**config.mk**
```make
export PLATFORM = sky130hd
export DESIGN_NAME = alu_writeback_stage
export DESIGN_NICKNAME = d
export VERILOG_FILES = /design/src/rtl/alu_writeback_stage.sv
export SDC_FILE = /design/constraint.sdc
export NUM_CORES = 1
export LEC_CHECK = 0
export ABC_AREA = 1
export BUFFER_PORTS_ARGS = -buffer_cell sky130_fd_sc_hd__buf_2
export CORE_MARGIN = 8
export CORE_UTILIZATION = 51
export CTS_BUF_LIST = sky130_fd_sc_hd__clkbuf_4 sky130_fd_sc_hd__clkbuf_8
export CTS_CLUSTER_DIAMETER = 120
export CTS_CLUSTER_SIZE = 25
export DETAILED_ROUTE_END_ITERATION = 12
export GPL_TIMING_DRIVEN = 0
export HOLD_SLACK_MARGIN = 0.02
export PLACE_DENSITY = 0.86
export SLEW_MARGIN = 20
export SYNTH_ARGS = -nofsm -noshare
export SYNTH_HDL_FRONTEND = slang
export SYNTH_SLANG_ARGS = --single-unit
```
**constraint.sdc**
```tcl
create_clock -name clk -period 1.5 [get_ports clk]
set_clock_uncertainty 0.15 [all_clocks]
set_input_delay 0.075 -clock clk [delete_from_list [all_inputs] [get_ports clk]]
set_output_delay 0.075 -clock clk [all_outputs]
set_load 0.05 [all_outputs]
```
**src/rtl/alu_writeback_stage.sv**
```systemverilog
// ALU writeback stage: main + skid buffer, a registered in_ready, and the architectural flags register.
// Define ALU_WB_PERF_EN to add the retire_cnt/stall_cnt performance counters.
module alu_writeback_stage #(
  parameter int unsigned N            = 4,
  parameter int unsigned RD_W         = 4,
  parameter logic [15:0] FLAG_OP_MASK = 16'h0002
) (
  input  logic            clk,
  input  logic            rst_n,
  input  logic            flush,
  input  logic            in_valid,
  output logic            in_ready,
  input  logic [N-1:0]    in_result,
  input  logic [1:0]      in_flags,
  input  logic [3:0]      in_select,
  input  logic [RD_W-1:0] in_rd,
  input  logic            in_wr_en,
  output logic            out_valid,
  input  logic            out_ready,
  output logic [N-1:0]    out_result,
  output logic [1:0]      out_flags,
  output logic [RD_W-1:0] out_rd,
  output logic            out_wr_en,
  output logic [1:0]      flags_q
`ifdef ALU_WB_PERF_EN
  ,
  output logic [15:0]     retire_cnt,
  output logic [15:0]     stall_cnt
`endif
);

  // Occupancy of the main/skid pair. A lone entry always lives in main.
  typedef enum logic [1:0] {
    EMPTY = 2'd0,
    ONE   = 2'd1,
    FULL  = 2'd2
  } occ_e;

  occ_e state, state_d;

  logic            accept, retire;
  logic            main_from_in, main_from_skid, skid_from_in, flag_upd;

  logic [N-1:0]    main_result, skid_result;
  logic [1:0]      main_flags, skid_flags;
  logic [3:0]      main_select, skid_select;
  logic [RD_W-1:0] main_rd, skid_rd;
  logic            main_wr_en, skid_wr_en;

  // Both ready and valid come straight from the state flops.
  assign out_valid = (state != EMPTY);
  assign in_ready  = (state != FULL);

  assign accept = in_valid && in_ready;
  assign retire = out_valid && out_ready;

  always_comb begin
    state_d        = state;
    main_from_in   = 1'b0;
    main_from_skid = 1'b0;
    skid_from_in   = 1'b0;
    if (flush) begin
      state_d = EMPTY;
    end else begin
      unique case (state)
        EMPTY: begin
          if (accept) begin
            main_from_in = 1'b1;
            state_d      = ONE;
          end
        end
        ONE: begin
          if (retire && accept) begin
            main_from_in = 1'b1;
          end else if (retire) begin
            state_d = EMPTY;
          end else if (accept) begin
            skid_from_in = 1'b1;
            state_d      = FULL;
          end
        end
        FULL: begin
          // in_ready is low here, so only the skid-to-main move is possible.
          if (retire) begin
            main_from_skid = 1'b1;
            state_d        = ONE;
          end
        end
        default: state_d = EMPTY;
      endcase
    end
  end

  assign flag_upd = retire && !flush && FLAG_OP_MASK[main_select];

  always_ff @(posedge clk or negedge rst_n) begin
    if (!rst_n) begin
      state <= EMPTY;
    end else begin
      state <= state_d;
    end
  end

  // Entry payloads only load on a transfer, so outputs hold while out_valid is low.
  always_ff @(posedge clk or negedge rst_n) begin
    if (!rst_n) begin
      main_result <= '0;
      main_flags  <= '0;
      main_select <= '0;
      main_rd     <= '0;
      main_wr_en  <= 1'b0;
    end else if (main_from_in) begin
      main_result <= in_result;
      main_flags  <= in_flags;
      main_select <= in_select;
      main_rd     <= in_rd;
      main_wr_en  <= in_wr_en;
    end else if (main_from_skid) begin
      main_result <= skid_result;
      main_flags  <= skid_flags;
      main_select <= skid_select;
      main_rd     <= skid_rd;
      main_wr_en  <= skid_wr_en;
    end
  end

  always_ff @(posedge clk or negedge rst_n) begin
    if (!rst_n) begin
      skid_result <= '0;
      skid_flags  <= '0;
      skid_select <= '0;
      skid_rd     <= '0;
      skid_wr_en  <= 1'b0;
    end else if (skid_from_in) begin
      skid_result <= in_result;
      skid_flags  <= in_flags;
      skid_select <= in_select;
      skid_rd     <= in_rd;
      skid_wr_en  <= in_wr_en;
    end
  end

  always_ff @(posedge clk or negedge rst_n) begin
    if (!rst_n) begin
      flags_q <= '0;
    end else if (flag_upd) begin
      flags_q <= main_flags;
    end
  end

  assign out_result = main_result;
  assign out_flags  = main_flags;
  assign out_rd     = main_rd;
  assign out_wr_en  = out_valid && main_wr_en;

`ifdef ALU_WB_PERF_EN
  // A retire squashed by flush does not count; flush never clears the counters.
  always_ff @(posedge clk or negedge rst_n) begin
    if (!rst_n) begin
      retire_cnt <= '0;
      stall_cnt  <= '0;
    end else begin
      if (retire && !flush) begin
        retire_cnt <= retire_cnt + 16'd1;
      end
      if (out_valid && !out_ready) begin
        stall_cnt <= stall_cnt + 16'd1;
      end
    end
  end
`endif

endmodule

```
==> results.ini <==
[run_status]
status = complete, but fails checks
failed_checks = setup timing

[worst_setup_path]
ff2ff_path_depth = 6
cpMaxStageDelayCell = dfrtp_2
critPathBufInv = 2
setup.worst_path.end = out_rd[3]
crit_arrival_ns = 1.66
crit_type = reg2reg
slowest_delay_ns = 0.46
r2r_slack_ns = -0.05
cp_max_fo = 10
path_depth = 6
start_kind = flip-flop
cp_top_family = flip-flops
crit_start = state[0]
crit_chain = inv_6 > a21oi_4 > buf_6 > nand3_1 > nand2_1 > nor2_2
critPathCaptureType = flip-flop
rr_startpoint = state[0]
cp.required_ns = 1.61
reg2reg_to = out_rd[3]

[cts]
clock_latency_ns = 0.36
clock-sinks = 34
cts_tree = done
numCtsBuffers = 5
ctsLongestPathBuffers = 2
clk_pin_slew_ns = 0.11
clock-root-buffer = clkbuf_4
h-tree-depth = 2

[timing]
tns_ns = -0.1966
timing.final.crit_share_pct = 103.5
hold_viol = 0
min_period_ns = 1.553
rsz0062_at_grt = true
fmax_mhz = 644.0
whs_ns = 0.1532
drv_slew = 0
setup_viol = 8
tightest_slew_ns = 0.7544
slew_headroom_pct = 49.71
worst_slack_ns = -0.05278

[layout]
drive_gt1_share_pct = 34.84
nNetsFinal = 306
diodes = 0
area_delta_synth_final_pct = 41.76
fillers = 225

[die]
die-area_um2 = 5381
chipWidth_um = 73.36
start_util_pct = 51.50
fp.dieH_um = 73.36
core-area_um2 = 3258
fp-row-count = 21
ios = 35

[grt]
antenna_found_initial = 0
overflow = 0
grt_first_pass_wirelength_um = 6975
grt_start_max_net_pins = 35
grt_pass1_vias = 1607
grt_util_all_layers_pct = 16.74

[power_and_ir_drop]
irDropWorstVdd_v = 0.0006465
powerDensity_nw_per_um2 = 1300
p_leak_nw = 1.257

[min_path]
hold_class = in2async

[synthesis]
ys_seq_area_share_pct = 50.71
netlist_instances = 216
ys_warn_count = 0
syn_area_um2 = 1678
synthAdderAreaFrac_pct = 0
synth_seq_cells = 34
syn-num-nets = 236
synthMuxAreaShare_pct = 0
synth.distinct_cells = 20
yosys.area_share.simple_pct = 31.10
synth_compound_area_share_pct = 6.488
syn_area_per_cell_um2 = 7.768
synth_xor_area_share_pct = 0
synth_top_family_by_area = simple AND/OR/NAND/NOR gates

[routing]
drt_iter0_drc = 141
ant_nets = 0
drc_errors = 0
vias = 1678
finalWirelength_um = 4877
vias_per_cell = 5.039
drt_first_pass_iters = 5
wl_per_cell_um = 14.65

[place]
hpwlAfterDp_um = 2626
gp_congestion = 0.8249
portBuffers = 34

[run]
drv_cap = 0

## power by group
| part | switching (mW) | total (mW) | internal [mW] | leakage [nW] |
|---|---|---|---|---|
| registers | 0.159 | 1.33 | 1.17 | 0.406 |
| logic | 0.744 | 1.09 | 0.344 | 0.807 |
| clock network | 0.329 | 0.673 | 0.345 | 0.0450 |
| total | 1.23 | 3.09 | 1.86 | 1.26 |
## kinds of logic (layout without fill, tap and decap cells)
group | Yosys count | after routing
flops | 34 | 34
buf+inv | 47 | 117
simple gates | 116 | 117
compound gates | 19 | 19
## layout by cell type, fill, tap and decap left out, drive strengths merged
cell type    instances
buf                 48
nor2                36
o21a                 1
nand4                1
nand3               21
nand2               59
inv                 40
bufinv               1
clkinv               2
dfrtp               34
a21oi                1
dlygate4sd3         19
clkbuf               7
o21ai               17
## worst min-delay path by stage
stage	start	endpoint	slack, ns
floorplan	rst_n	flags_q[0]	-0.37
finish	rst_n	state[1]	0.15
global route	rst_n	skid_result[0]	0.21
global placement	rst_n	skid_result[0]	0.03
detailed placement	rst_n	skid_result[0]	0.03
CTS	rst_n	main_wr_en	0.19
## area by class of cell
cell class	count	area, um^2	share of cell area (%)
buffer	6	56.30	2.367
clock buffer	5	37.54	1.578
clock inverter	3	40.04	1.683
inverter	40	157.7	6.628
multi-input combinational	136	730.7	30.72
sequential	34	853.3	35.88
tap	46	57.56	2.420
timing repair buffer	63	445.4	18.73
## metrics by stage
step	total power [mW]	utilization, %	setup slack [ns]	cell area, um^2	cells
after global placement	2.214	58.56	-0.1007	1908	296
after floorplan	2.011	-	0.06503	1680	216
after CTS	2.970	68.20	-0.006525	2222	327
after detailed placement	2.258	58.56	-0.1438	1908	296
final	3.093	73.00	-0.05278	2379	333
after global routing	3.251	73.00	-0.09194	2379	333
## cell usage after synthesis, drive strengths merged
library cell	number	share of area, %
clkbuf	1	0.30
nand2	58	14
nand4	1	0.37
dfrtp	34	51
nand3	21	6.6
a21oi	1	0.97
nor2	36	11
o21ai	17	5.1
inv	40	8.9
o21a	1	0.45
buf	6	2.5
## worst register-to-register path: stages (launching register included)
cell	delay [ns]
dfrtp_2	0.46
inv_6	0.07
a21oi_4	0.30
buf_6	0.21
nand3_1	0.10
nand2_1	0.11
nor2_2	0.05
## layer usage
layer	part of all wire [%]	global-route usage (%)	wire length (um)	vias up
met5	0	0	0	-
met4	3.7	8.426	180	0
met3	9.1	5.457	443	26
met2	48	27.71	2349	90
met1	39	18.78	1904	770
li1	-	-	-	792
## registers in the layout (all words and copies together) (netlist names)
signal / flops
flags_q: 2
main_select: 4
main_wr_en: 1
out_flags: 2
out_rd: 4
out_result: 4
skid_flags: 2
skid_rd: 4
skid_result: 4
skid_select: 4
skid_wr_en: 1
state: 2
## timing repair
item                                   in CTS  in global routing
setup endpoints to repair                  19                 32
gates resized for setup                     8                 35
pin swaps                                   1                 11
endpoints found under the hold margin      68                  0
gates cloned                                0                  2
setup buffers                               5                  4
hold buffers                               19                  0
Note: power is estimated with default switching activity, not from simulation.
